**config.mk**
```make
export PLATFORM = sky130hd
export DESIGN_NAME = fir_filter_mac
export DESIGN_NICKNAME = d
export VERILOG_FILES = /design/src/rtl/fir_filter_mac.sv
export SDC_FILE = /design/constraint.sdc
export NUM_CORES = 1
export LEC_CHECK = 0
export ABC_AREA = 1
export CAP_MARGIN = 20
export CORE_MARGIN = 8
export CORE_UTILIZATION = 56
export CTS_CLUSTER_DIAMETER = 120
export DETAILED_ROUTE_END_ITERATION = 8
export GPL_ROUTABILITY_DRIVEN = 0
export PLACE_DENSITY = 0.77
export SYNTH_ARGS = -nofsm -noshare
export SYNTH_HDL_FRONTEND = slang
export SYNTH_SLANG_ARGS = --single-unit
```
**constraint.sdc**
```tcl
create_clock -name clk -period 5.5 [get_ports clk]
set_input_delay 0.825 -clock clk [delete_from_list [all_inputs] [get_ports clk]]
set_output_delay 0.825 -clock clk [all_outputs]
set_load 0.1 [all_outputs]
```
**src/rtl/fir_filter_mac.sv**
```systemverilog
// fir_filter_mac: programmable-coefficient FIR filter that time-shares one
// multiply-accumulate unit across all taps, one sample per TAPS+2 cycles.
module fir_filter_mac #(
    parameter int DATA_W = 8,
    parameter int COEF_W = 8,
    parameter int TAPS   = 8,
    parameter int OUT_W  = 20
) (
    input  logic                    clk,
    input  logic                    rst_n,
    input  logic                    in_valid,
    output logic                    in_ready,
    input  logic [DATA_W-1:0]       x_in,
    input  logic                    coef_we,
    input  logic [$clog2(TAPS)-1:0] coef_addr,
    input  logic [COEF_W-1:0]       coef_wdata,
    output logic                    out_valid,
    output logic [OUT_W-1:0]        y_out
);
    localparam int AW     = $clog2(TAPS);
    localparam int PROD_W = DATA_W + COEF_W;
    localparam int ACC_W  = PROD_W + AW;
    localparam logic [AW:0]   TAPS_LIM = (AW + 1)'(TAPS);
    localparam logic [AW-1:0] LAST_IDX = AW'(TAPS - 1);

    typedef enum logic [1:0] {StIdle, StMac, StOut} state_e;
    state_e state;

    logic signed [DATA_W-1:0] tap  [TAPS];
    logic signed [COEF_W-1:0] coef [TAPS];
    logic signed [ACC_W-1:0]  acc;
    logic [AW-1:0]            idx;
    logic signed [PROD_W-1:0] prod;
    logic signed [ACC_W-1:0]  prod_ext;
    logic [OUT_W-1:0]         y_sat;
    logic                     coef_ok;

    assign in_ready = (state == StIdle);

    // Single shared multiplier, operands selected by the running tap index.
    assign prod     = PROD_W'(tap[idx]) * PROD_W'(coef[idx]);
    assign prod_ext = ACC_W'(prod);

    // Writes only land in IDLE so a sample never sees a half-updated coefficient set;
    // out-of-range addresses (non-power-of-2 TAPS) are dropped.
    assign coef_ok = coef_we && (state == StIdle) && ({1'b0, coef_addr} < TAPS_LIM);

    generate
        if (OUT_W >= ACC_W) begin : g_sext
            assign y_sat = OUT_W'(acc);
        end else begin : g_sat
            logic [ACC_W-OUT_W:0] top;
            assign top = acc[ACC_W-1:OUT_W-1];
            // Clamp when the bits above the output sign bit are not a pure sign extension.
            always_comb begin
                if (top == '0 || top == '1) begin
                    y_sat = acc[OUT_W-1:0];
                end else if (acc[ACC_W-1]) begin
                    y_sat = {1'b1, {(OUT_W - 1){1'b0}}};
                end else begin
                    y_sat = {1'b0, {(OUT_W - 1){1'b1}}};
                end
            end
        end
    endgenerate

    // Control FSM with delay line, accumulator and registered outputs.
    always_ff @(posedge clk or negedge rst_n) begin
        if (!rst_n) begin
            state     <= StIdle;
            acc       <= '0;
            idx       <= '0;
            y_out     <= '0;
            out_valid <= 1'b0;
            for (int i = 0; i < TAPS; i++) begin
                tap[i] <= '0;
            end
        end else begin
            out_valid <= 1'b0;
            unique case (state)
                StIdle: begin
                    if (in_valid) begin
                        tap[0] <= x_in;
                        for (int i = 1; i < TAPS; i++) begin
                            tap[i] <= tap[i-1];
                        end
                        acc   <= '0;
                        idx   <= '0;
                        state <= StMac;
                    end
                end
                StMac: begin
                    acc <= acc + prod_ext;
                    idx <= idx + 1'b1;
                    if (idx == LAST_IDX) begin
                        state <= StOut;
                    end
                end
                StOut: begin
                    y_out     <= y_sat;
                    out_valid <= 1'b1;
                    state     <= StIdle;
                end
                default: state <= StIdle;
            endcase
        end
    end

    // Coefficient register file.
    always_ff @(posedge clk or negedge rst_n) begin
        if (!rst_n) begin
            for (int i = 0; i < TAPS; i++) begin
                coef[i] <= '0;
            end
        end else if (coef_ok) begin
            coef[coef_addr] <= coef_wdata;
        end
    end

endmodule
```
# Word-level counts from Yosys, hierarchy flattened
# Index checks and enable logic that the tools add are counted.
# word_totals
ff_bits,172
out_inout_bits,22
wordCells,58
# op_classes
add_sub_neg,2
multipliers,1
n_lt_le_gt_ge,3
n_eq_ne,5
muxes,17
bitwise_logic,2
n_reduce_logical,7
# op_table
cell,n
$bwmux W64,1
$bmux W8 S3,2
$mux W8,5
$pmux W19 S2,1
$demux W8 S3,1
$add A19 B16 Y19,1
$mux W19,1
$mul A8 B8 Y16,1
$ge A4 B4 Y1 const B,2
$not A3 Y4,2
$pmux W3 S2,1
$reduce_and A2 Y1,3
$lt A4 B1 Y1 const B,1
$mux W2,2
$ne A2 B2 Y1 const B,2
$pmux W2 S2,1
$add A3 B1 Y3 const B,1
$eq A3 B3 Y1 const B,1
$mux W3,1
$eq A2 B1 Y1 const B,1
$eq A2 B2 Y1 const B,1
$logic_and A1 B1 Y1,2
$logic_not A2 Y1,1
$reduce_bool A2 Y1,1
$mux W1,1

# Longest topological paths before layout
# Gate-level depths: netlist (run 1).
# depth
word_depth,7
ltp_mapped,29
depth_no_buf,28

# Worst setup path before layout (run 1)
# Ideal clock, no wire load.
# synth_timing
path_kind,reg-to-reg
startpoint,register idx[0]
endpoint,register acc[18]
setup_time_ns,0.118
arrival_time_ns,5.627
required_ns,5.382
setup_slack_ns,-0.245
stages_incl_launch_ff,27
path_buffers,2
synth_period_minus_slack_ns,5.745
cell_sequence,dfrtp_1 -> buf_4 -> buf_6 -> a21oi_1 -> o21ai_0 -> nand2_1 -> nand2_1 -> o21ai_2 -> inv_2 -> nor2_1 -> inv_1 -> fa_1 -> inv_1 -> fa_1 -> fa_1 -> fa_1 -> fa_1 -> ha_1 -> nand2_1 -> nor2_1 -> nand2_1 -> nand3_1 -> nand2_1 -> nand2_1 -> nand3_1 -> nand3_1 -> nand2_1
# synth_via
elab_chain_len,7
word_cells_on_any_way,10
classes_between,add/sub (1); mul (1); mux (7); bitwise (1)
# synth_lines
item,line,rtl
"start, declared",32,logic [AW-1:0] idx;
"start signal, assigned",94,idx <= idx + 1'b1;
$not A3 Y4 (not written as such) (*),41,assign prod = PROD_W'(tap[idx]) * PROD_W'(coef[idx]);
$bmux W8 S3,41,
$mux W8 (not written as such) (2 in a row),41,
$mul A8 B8 Y16 (*),41,
$add A19 B16 Y19 (*),93,acc <= acc + prod_ext;
$pmux W19 S2 (*),80,unique case (state)
"end signal, assigned",93,
"end, declared",31,logic signed [ACC_W-1:0] acc;
# Every way passes the cells marked *; elsewhere a longest branch is shown, timed or not. The select of a mux whose other input is x is not followed.
# A chain may end at the register's enable or synchronous reset.

# Worst setup path after layout (run 1)
# layout_timing
startpoint,register idx[0]
endpoint,register acc[14]
# The elaborated chain is that of the path after synthesis.

==> results of run 1 <==
## flip-flops by register name (all words and copies together), names as in the netlist
name,cells
state,2
idx,3
y_out,19
out_valid,1
tap,64
coef,64
acc,19
## kinds of logic (layout without fill, tap and decap cells)
| family | Yosys count | count (layout) | share of synthesized area |
|---|---|---|---|
| flops | 172 | 172 | 0.389 |
| xor+xnor | 3 | 3 | 0.00238 |
| simple gates | 422 | 422 | 0.153 |
| fa+ha+maj | 130 | 130 | 0.204 |
| compound gates | 319 | 319 | 0.153 |
| buf+inv | 267 | 337 | 0.0988 |
## repair_timing
action / in CTS / in global routing
gates resized for setup: 1 / 58
setup endpoints to repair: 2 / 11
pin swaps: 0 / 15
buffers inserted: 0 / 10
gates cloned: 0 / 1
## cells in the final DEF (no fill, tap or decap), types with 17 or more instances in the layout
cell type        count
nor2_1              83
ha_1                35
o21ai_0            209
clkdlybuf4s50_1     43
nand3_1             17
buf_4               36
a21oi_1             55
dfrtp_1            171
nand2_1            287
fa_1                79
inv_1              202
clkbuf_16           17
## layout make-up
cell class              count  area [µm²]
repair buffers             89         852
clock inverters            13         131
inverters                 216         816
clock buffers              19         433
flip-flops and latches    172        4310
fillers                  1568        6610
multi-input cells         874        5920
well taps                 265         332
## synth_stat cells, types with 4 or more instances
master    number
buf_6          7
inv_2         13
dfrtp_1      172
fa_1          84
o211ai_1       6
a21oi_1       62
buf_2         19
nand2_1      293
buf_4          4
o21ai_0      212
clkbuf_1      17
o21ai_2       15
buf_1          4
ha_1          46
nand3_1       20
inv_1        203
o21ai_1        9
o22ai_1       11
nor2_1        91
## layer usage
layer  part of all wire  track usage
met1               0.41        0.286
met2               0.50        0.373
met3              0.051       0.0444
met4              0.034       0.0828
met5                  0            0
## worst register-to-register path, cell delays in order (launching register included)
cell and delay, ns:
dfrtp_2 0.48, inv_2 0.09, buf_12 0.17, a21oi_1 0.12, o21ai_0 0.09, nand2_1 0.06
inv_1 0.06, o21ai_4 0.23, inv_4 0.09, nor2_2 0.13, inv_1 0.09, fa_2 0.68
fa_1 0.44, inv_1 0.08, fa_1 0.43, fa_1 0.48, ha_1 0.35, ha_4 0.31
nand2_1 0.11, nor2_2 0.21, nand3_1 0.11, nand3b_1 0.16, a21oi_1 0.10, o21ai_1 0.15
nand2_1 0.08
## worst min-delay path by stage
stage / from / slack (ns) / to / cells past startpoint
2_1_floorplan: coef[10] / 0.45 / coef[10] / 2
3_3_place_gp: y_out[15] / 0.45 / y_out[15] / 2
3_5_place_dp: y_out[14] / 0.46 / y_out[14] / 2
4_1_cts: rst_n / 0.44 / coef[56] / 1
5_1_grt: rst_n / 0.45 / coef[43] / 1
6_report: rst_n / 0.41 / coef[34] / 1
## through the flow
step	setup slack (ns)	cells	hold WS, ns	setup TNS (ns)	utilization
2_1_floorplan	0.0907	1313	0.448	0	-
3_3_place_gp	0.107	1605	0.455	0	0.612
3_5_place_dp	0.0206	1605	0.458	0	0.612
4_1_cts	0.0230	1637	0.440	0	0.641
5_1_grt	-0.186	1648	0.453	-0.898	0.659
6_report	0.0831	1648	0.413	0	0.659
==> reports/qor.csv, run 1 <==
stage,metric,value,unit
critical_path,Critical Path Start,idx[0],
critical_path,Critical-path top delay cell,fa_2,
min_path,Hold WC Path Type,in -> async,
timing,final worst path period share,0.985,
die,area of the core,0.0194,mm²
logic_synthesis,top post-synthesis cells by area,"dfrtp_1 39%, fa_1 15%, nand2_1 9.9%",
critical_path,Worst setup EP type,flop,
run,Max-cap violations,0,
critical_path,R2R Setup Slk,0.08,ns
critical_path,"CP delay by family, top",adder cells,
critical_path,Critical Path RT,5.83,ns
timing,final setup fails,0,
final_layout,"Design Area, Final",0.0128,mm²
clock_network,clock-pin transition on the worst setup and hold timing paths,0.07,ns
place,DP HPWL,18500,µm
logic_synthesis,top cell type's share of synthesized area,0.389,
timing,worst slew pin tran,0.980,ns
routing,routed via count,8975,
critical_path,Crit Path Max Fanout,32,
critical_path,crit path capture,acc[14],
logic_synthesis,Synthesized Nets,1466,
routing,Initial DRT Pass Iterations,5,
critical_path,worst r2r src,idx[0],
critical_path,worst-path cell chain,inv_2 -> buf_12 -> a21oi_1 -> o21ai_0 -> nand2_1 -> inv_1 -> o21ai_4 -> inv_4 -> nor2_2 -> inv_1 -> fa_2 -> fa_1 -> inv_1 -> fa_1 -> fa_1 -> ha_1 -> ha_4 -> nand2_1 -> nor2_2 -> nand3_1 -> nand3b_1 -> a21oi_1 -> o21ai_1 -> nand2_1,
grt,total track usage,0.224,
grt,global route overflow,0,
logic_synthesis,Async SR Flop Fraction,1.00,
logic_synthesis,Post-synth EDFFs,0,
timing,Fmax,185,MHz
status,status,"complete, no violations",
grt,largest net degree at the start of global routing,94,
logic_synthesis,post-synth top area cell,dfrtp_1,
final_layout,nets,1523,
routing,final wirelength,26800,µm
timing,Max Transition Viols Final,0,
timing,Layout Skew,0.0101,ns
critical_path,Critical Path AT,5.74,ns
logic_synthesis,#FFs+latches synth,172,
critical_path,reg2reg path depth,24,
logic_synthesis,syn avg cell area,8.43,µm²
timing,relative slew slack,0.345,
critical_path,crit path launch type,flop,
grt,vias in the first global route,8839,
die,cell row count,51,
routing,DRC,0,
clock_network,worst skew pair latency,0.45,ns
clock_network,CTS Buf Count,17,
die,die area,0.0245,mm²
logic_synthesis,Mapped Cells,1313,
grt,initial antenna violation count,0,
die,Ports,45,
timing,RSZ-0062 raised after global routing,yes,
logic_synthesis,sequential share of the synthesized area,0.389,
clock_network,clock buffer depth,2,
clock_network,clock sink total,172,
die,Initial Util,0.570,
critical_path,"slowest stage delay, CP",0.68,ns
final_layout,Layout area overhead,15.6,%
critical_path,CP Buf/Inv Count,6,
place,Placed Area,0.0119,mm²
routing,initial drt markers,766,
die,Die Ht,157,µm
die,die width,157,µm
timing,Fin. Hold Viols,0,
logic_synthesis,Ys Warns,0,
logic_synthesis,synthesized area,0.0111,mm²
logic_synthesis,Synth cell types,32,
clock_network,hold buffers post-CTS,0,
critical_path,Crit path depth,24,
timing,crit path time final,5.42,ns
clock_network,htree depth,4,
place,IO buf count,44,
routing,vias per cell,5.45,
routing,drt wl/cell,16.3,µm
final_layout,layout cell share with drive strength beyond 1,0.113,
routing,Post-DRT Antenna Nets,0,
critical_path,worst flop-to-flop path endpoint,acc[14],
grt,first-pass GRT wire length,43600,µm
logic_synthesis,ys flop type,dfrtp_1,
clock_network,CTS tree,yes,
critical_path,critical path class,reg -> reg,
clock_network,CTS root buf,clkbuf_16,
final_layout,antenna cells,0,
Power of run 1 is not shown: default switching activity piles up to over one toggle a cycle in this logic, so the estimate is an artifact.
==> run 2: changes to the inputs <==
--- a/config.mk
+++ b/config.mk
@@ -9,7 +9,9 @@
 export CAP_MARGIN = 20
 export CORE_MARGIN = 8
 export CORE_UTILIZATION = 56
+export CTS_BUF_LIST = sky130_fd_sc_hd__clkbuf_16
 export CTS_CLUSTER_DIAMETER = 120
+export CTS_CLUSTER_SIZE = 40
 export DETAILED_ROUTE_END_ITERATION = 8
 export GPL_ROUTABILITY_DRIVEN = 0
 export PLACE_DENSITY = 0.77
==> reports/qor.csv, run 2 (synthesis results as in run 1) <==
stage,metric,value,unit,change
timing,Fin. Hold Viols,0,,unchanged
critical_path,critical path class,reg -> reg,,unchanged
timing,final setup fails,0,,unchanged
min_path,Hold WC Path Type,in -> async,,unchanged
grt,first-pass GRT wire length,43600,µm,unchanged
routing,Initial DRT Pass Iterations,5,,unchanged
clock_network,clock-pin transition on the worst setup and hold timing paths,0.07,ns,about the same
clock_network,worst skew pair latency,0.45,ns,about the same
critical_path,Crit Path Max Fanout,32,,unchanged
routing,DRC,0,,unchanged
status,status,"complete, no violations",,unchanged
critical_path,Critical Path RT,5.83,ns,about the same
timing,crit path time final,5.43,ns,was 5.42 ns
clock_network,CTS Buf Count,17,,unchanged
grt,largest net degree at the start of global routing,94,,unchanged
grt,total track usage,0.224,,unchanged
final_layout,"commonest non-fill, non-tap cell in the layout",nand2_1,,unchanged
final_layout,Layout area overhead,15.6,%,unchanged
routing,Post-DRT Antenna Nets,0,,unchanged
timing,Layout Skew,0.0102,ns,was 0.0101 ns
final_layout,antenna cells,0,,unchanged
die,Initial Util,0.570,,unchanged
clock_network,clock sink total,172,,unchanged
timing,relative slew slack,0.345,,unchanged
place,Placed Area,0.0119,mm²,unchanged
final_layout,layout cell share with drive strength beyond 1,0.113,,unchanged
place,IO buf count,44,,unchanged
timing,final hold slack,0.407,ns,was 0.413 ns
die,die area,0.0245,mm²,unchanged
clock_network,htree depth,4,,unchanged
routing,vias per cell,5.46,,was 5.45
die,die width,157,µm,unchanged
final_layout,nets,1523,,unchanged
grt,initial antenna violation count,0,,unchanged
die,Ports,45,,unchanged
clock_network,clock buffer depth,2,,unchanged
die,area of the core,0.0194,mm²,unchanged
run,Max-cap violations,0,,unchanged
final_layout,Largest regs,"coef (64), tap (64)",,unchanged
critical_path,Worst setup EP type,flop,,unchanged
grt,vias in the first global route,8839,,unchanged
critical_path,Critical Path AT,5.75,ns,was 5.74 ns
clock_network,CTS tree,yes,,unchanged
grt,global route overflow,0,,unchanged
routing,initial drt markers,767,,was 766
timing,Fmax,184,MHz,was 185 MHz
die,Die Ht,157,µm,unchanged
place,DP HPWL,18500,µm,unchanged
routing,drt wl/cell,16.3,µm,about the same
routing,routed via count,8993,,was 8975
die,cell row count,51,,unchanged
critical_path,crit path launch type,flop,,unchanged
timing,Max Transition Viols Final,0,,unchanged
timing,final worst path period share,0.987,,was 0.985
timing,worst slew pin tran,0.980,ns,unchanged
final_layout,most frequent cells in the layout,"287 x nand2_1, 209 x o21ai_0, 204 x inv_1",,"was 287 x nand2_1, 209 x o21ai_0, 202 x inv_1"
final_layout,"Design Area, Final",0.0128,mm²,unchanged
clock_network,CTS root buf,clkbuf_16,,unchanged
routing,final wirelength,26800,µm,about the same
timing,RSZ-0062 raised after global routing,yes,,unchanged
-- run 2: worst paths after layout --
check	end	slack (ns)	from	cells past startpoint
worst max-delay path	acc[14]	0.07	idx[0]	24
worst min-delay path	coef[34]	0.41	rst_n	1
worst max register to register	acc[14]	0.07	idx[0]	24
worst min register to register	y_out[16]	0.48	y_out[16]	2
max in group asynchronous	acc[2]	3.97	rst_n	2
min in group clk	y_out[16]	0.48	y_out[16]	2
-- run 2: cell type report --
class,count,area (µm²)
clock buffers,17,425
clock inverters,15,139
fillers,1568,6610
inverters,216,816
multi-input cells,874,5920
flip-flops and latches,172,4310
well taps,265,332
repair buffers,89,852
-- run 2: metal layers --
layer | global-route usage | share of wire | vias to the layer above
met5 | 0 | 0 | -
met4 | 0.0828 | 0.034 | 0
met3 | 0.0444 | 0.050 | 83
met2 | 0.373 | 0.51 | 291
met1 | 0.286 | 0.41 | 4375
li1 | - | - | 4244
-- run 2: worst max-delay path, stage by stage (launching register included) --
cell and delay (ns):
dfrtp_2 0.48, inv_2 0.09, buf_12 0.17, a21oi_1 0.12
o21ai_0 0.09, nand2_1 0.06, inv_1 0.06, o21ai_4 0.23
inv_4 0.09, nor2_2 0.13, inv_1 0.09, fa_2 0.68
fa_1 0.44, inv_1 0.08, fa_1 0.43, fa_1 0.48
ha_1 0.35, ha_4 0.31, nand2_1 0.11, nor2_2 0.21
nand3_1 0.11, nand3b_1 0.16, a21oi_1 0.10, o21ai_1 0.15
nand2_1 0.08
-- run 2: repair_timing --
| action | 4_1_cts | 5_1_grt |
|---|---|---|
| cloned | 0 | 1 |
| hold endpoints to repair | 0 | 0 |
| resized for setup | 1 | 58 |
| setup buffers | 0 | 10 |
| setup endpoints to repair | 2 | 11 |
| hold buffers | 0 | 0 |
| pin swaps | 0 | 15 |
-- run 2: metrics by stage --
stage	setup TNS, ns	util	cells	setup slack (ns)
2_1_floorplan	0	-	1313	0.0907
3_3_place_gp	0	0.612	1605	0.107
3_5_place_dp	0	0.612	1605	0.0206
4_1_cts	0	0.641	1637	0.0230
5_1_grt	-0.898	0.659	1648	-0.186
6_report	0	0.659	1648	0.0741
Power of run 2 is left out for the same reason.
==> run 3: changes to the inputs <==
--- a/config.mk
+++ b/config.mk
@@ -7,14 +7,17 @@
 export LEC_CHECK = 0
 export ABC_AREA = 1
 export CAP_MARGIN = 20
+export CELL_PAD_IN_SITES_DETAIL_PLACEMENT = 1
+export CELL_PAD_IN_SITES_GLOBAL_PLACEMENT = 2
 export CORE_MARGIN = 8
-export CORE_UTILIZATION = 56
+export CORE_UTILIZATION = 35
 export CTS_BUF_LIST = sky130_fd_sc_hd__clkbuf_16
 export CTS_CLUSTER_DIAMETER = 120
 export CTS_CLUSTER_SIZE = 40
 export DETAILED_ROUTE_END_ITERATION = 8
 export GPL_ROUTABILITY_DRIVEN = 0
-export PLACE_DENSITY = 0.77
+export PLACE_DENSITY_LB_ADDON = 0.1
+export REMOVE_ABC_BUFFERS = 1
 export SYNTH_ARGS = -nofsm -noshare
 export SYNTH_HDL_FRONTEND = slang
 export SYNTH_SLANG_ARGS = --single-unit
==> reports/qor.csv, run 3 (synthesis results as in run 1) <==
stage,metric,value,unit,change
status,status,"complete, no violations",,unchanged
final_layout,FF+latch area,0.00431,mm²,about the same
timing,Layout Skew,0.0186,ns,was 0.0102 ns
min_path,Hold WC Path Type,in -> async,,unchanged
clock_network,hold buffers post-CTS,0,,unchanged
final_layout,nets,1570,,was 1523
critical_path,"CP delay by family, top",adder cells,,unchanged
routing,met2 WL,15100,µm,was 13600 µm
clock_network,CTS root buf,clkbuf_16,,unchanged
timing,relative slew slack,0.342,,was 0.345
critical_path,Critical Path AT,5.65,ns,was 5.75 ns
final_layout,layout cell share with drive strength beyond 1,0.170,,was 0.113
clock_network,worst skew pair latency,0.46,ns,was 0.45 ns
timing,Fin. Hold Viols,0,,unchanged
grt,first-pass GRT wire length,51600,µm,was 43600 µm
die,Die Ht,194,µm,was 157 µm
critical_path,Critical-path top delay cell,fa_1,,was fa_2
run,Max-cap violations,0,,unchanged
critical_path,Critical Path Start,idx[0],,unchanged
grt,largest net degree at the start of global routing,94,,unchanged
timing,crit path time final,5.30,ns,was 5.43 ns
timing,Max Transition Viols Final,0,,unchanged
routing,DR WL met3,870,µm,was 1330 µm
critical_path,worst-path cell chain,clkinv_4 -> buf_12 -> o21ai_0 -> o22ai_1 -> o21ai_2 -> buf_4 -> nor2_2 -> fa_1 -> fa_1 -> fa_1 -> fa_1 -> fa_1 -> ha_4 -> nand2_2 -> nor2_2 -> buf_4 -> nand3_1 -> nand3_1 -> nand2_1 -> nand2_1 -> o21ai_1,,was inv_2 -> buf_12 -> a21oi_1 -> o21ai_0 -> nand2_1 -> inv_1 -> o21ai_4 -> inv_4 -> nor2_2 -> inv_1 -> fa_2 -> fa_1 -> inv_1 -> fa_1 -> fa_1 -> ha_1 -> ha_4 -> nand2_1 -> nor2_2 -> nand3_1 -> nand3b_1 -> a21oi_1 -> o21ai_1 -> nand2_1
critical_path,"slowest stage delay, CP",0.55,ns,was 0.68 ns
routing,drt wl/cell,17.2,µm,was 16.3 µm
routing,Metal-1 WL,15100,µm,was 11000 µm
routing,Initial DRT Pass Iterations,4,,was 5
timing,final worst path period share,0.964,,was 0.987
clock_network,htree depth,4,,unchanged
routing,DRC,0,,unchanged
clock_network,CTS Buf Count,17,,unchanged
final_layout,Fillers,3636,,was 1568
die,die width,194,µm,was 157 µm
grt,initial antenna violation count,0,,unchanged
final_layout,post-layout util,0.433,,was 0.659
die,Initial Util,0.353,,was 0.570
grt,vias in the first global route,9518,,was 8839
critical_path,worst r2r src,idx[0],,unchanged
final_layout,antenna cells,0,,unchanged
routing,routed via count,8805,,was 8993
clock_network,clock-pin transition on the worst setup and hold timing paths,0.07,ns,about the same
critical_path,CP Buf/Inv Count,4,,was 6
timing,final setup fails,0,,unchanged
routing,vias per cell,4.81,,was 5.46
final_layout,Multi-input gate area,0.00611,mm²,was 0.00592 mm²
die,cell row count,65,,was 51
die,Ports,45,,unchanged
routing,final wirelength,31500,µm,was 26800 µm
critical_path,Critical Path RT,5.84,ns,was 5.83 ns
final_layout,"commonest non-fill, non-tap cell in the layout",nand2_1,,unchanged
timing,Fmax,189,MHz,was 184 MHz
final_layout,Largest regs,"coef (64), tap (64)",,unchanged
final_layout,most frequent cells in the layout,"274 x nand2_1, 202 x inv_1, 194 x o21ai_0",,"was 287 x nand2_1, 209 x o21ai_0, 204 x inv_1"
critical_path,Crit Path Max Fanout,7,,was 32
grt,total track usage,0.171,,was 0.224
clock_network,clock buffer depth,2,,unchanged
critical_path,critical path class,reg -> reg,,unchanged
die,area of the core,0.0313,mm²,was 0.0194 mm²
timing,worst slew pin tran,0.983,ns,was 0.980 ns
clock_network,CTS tree,yes,,unchanged
clock_network,clock sink total,172,,unchanged
critical_path,most frequent cell on the critical path,fa_1,,
place,DP HPWL,22400,µm,was 18500 µm
place,IO buf count,44,,unchanged
grt,global route overflow,0,,unchanged
critical_path,Worst setup EP type,flop,,unchanged
critical_path,crit path launch type,flop,,unchanged
routing,Post-DRT Antenna Nets,0,,unchanged
final_layout,Layout area overhead,22.6,%,was 15.6%
die,die area,0.0376,mm²,was 0.0245 mm²
routing,Max Used Layer,met4,,unchanged
routing,initial drt markers,442,,was 767
run 3: changes by cell type in the layout (fill, tap and decap cells not counted), moves of 4 or more:
| cell | before | now |
|---|---|---|
| a21oi_2 | 9 | 13 |
| inv_8 | 6 | 0 |
| ha_1 | 35 | 30 |
| nor2_1 | 83 | 69 |
| nand2_1 | 287 | 274 |
| buf_4 | 36 | 78 |
| a21oi_1 | 55 | 51 |
| o21ai_1 | 12 | 24 |
| o21ai_0 | 209 | 194 |
| ha_4 | 10 | 16 |
| nand2_2 | 7 | 19 |
| nor2_2 | 9 | 21 |
run 3: timing repair:
item	4_1_cts	5_1_grt
cloned	0	5
hold endpoints to repair	0	0
resized for setup	4	122
pin swaps	1	41
setup endpoints to repair	9	12
setup buffers	2	27
run 3: layout make-up:
type / count / share of cell area
inverter: 216 / 0.0605
multi-input combinational: 874 / 0.451
clock buffer: 17 / 0.0314
timing repair buffer: 136 / 0.0935
clock inverter: 14 / 0.00895
tap: 402 / 0.0371
sequential: 172 / 0.318
run 3: final timing paths:
kind	endpoint	slack, ns	cells after the start
worst min-delay path	coef[21]	0.32	1
max in group asynchronous	idx[1]	3.91	2
worst min register to register	y_out[16]	0.47	2
worst max-delay path	acc[15]	0.20	21
worst max register to register	acc[15]	0.20	21
min in group clk	y_out[16]	0.47	2
run 3: routing by layer:
layer | track usage | vias up
met5 | 0 | -
li1 | - | 4335
met3 | 0.0281 | 22
met1 | 0.232 | 4369
met4 | 0.0425 | 0
met2 | 0.283 | 79
run 3: worst reg2reg max path: cells and delay by family, from the launching register on:
kind / cells / cell delay [ns]
AND/OR/NAND/NOR: 7 / 0.60
AO/OA/AOI/OAI: 4 / 0.73
buffers and inverters: 4 / 0.66
flip-flops: 1 / 0.45
adder cells (fa/ha/maj): 6 / 2.77
run 3: stage by stage:
step,hold slack [ns],setup TNS (ns),area (µm²),std cells,setup slack [ns]
finish,0.319,0,13600,1831,0.198
global route,0.335,-0.144,13600,1831,-0.0357
CTS,0.309,0,12800,1799,0.000774
detailed placement,0.464,-0.413,12200,1766,-0.131
global placement,0.460,-0.193,12200,1766,-0.0854
floorplan,0.448,-18.61,10800,1262,-1.64
Power of run 3 is left out for the same reason.
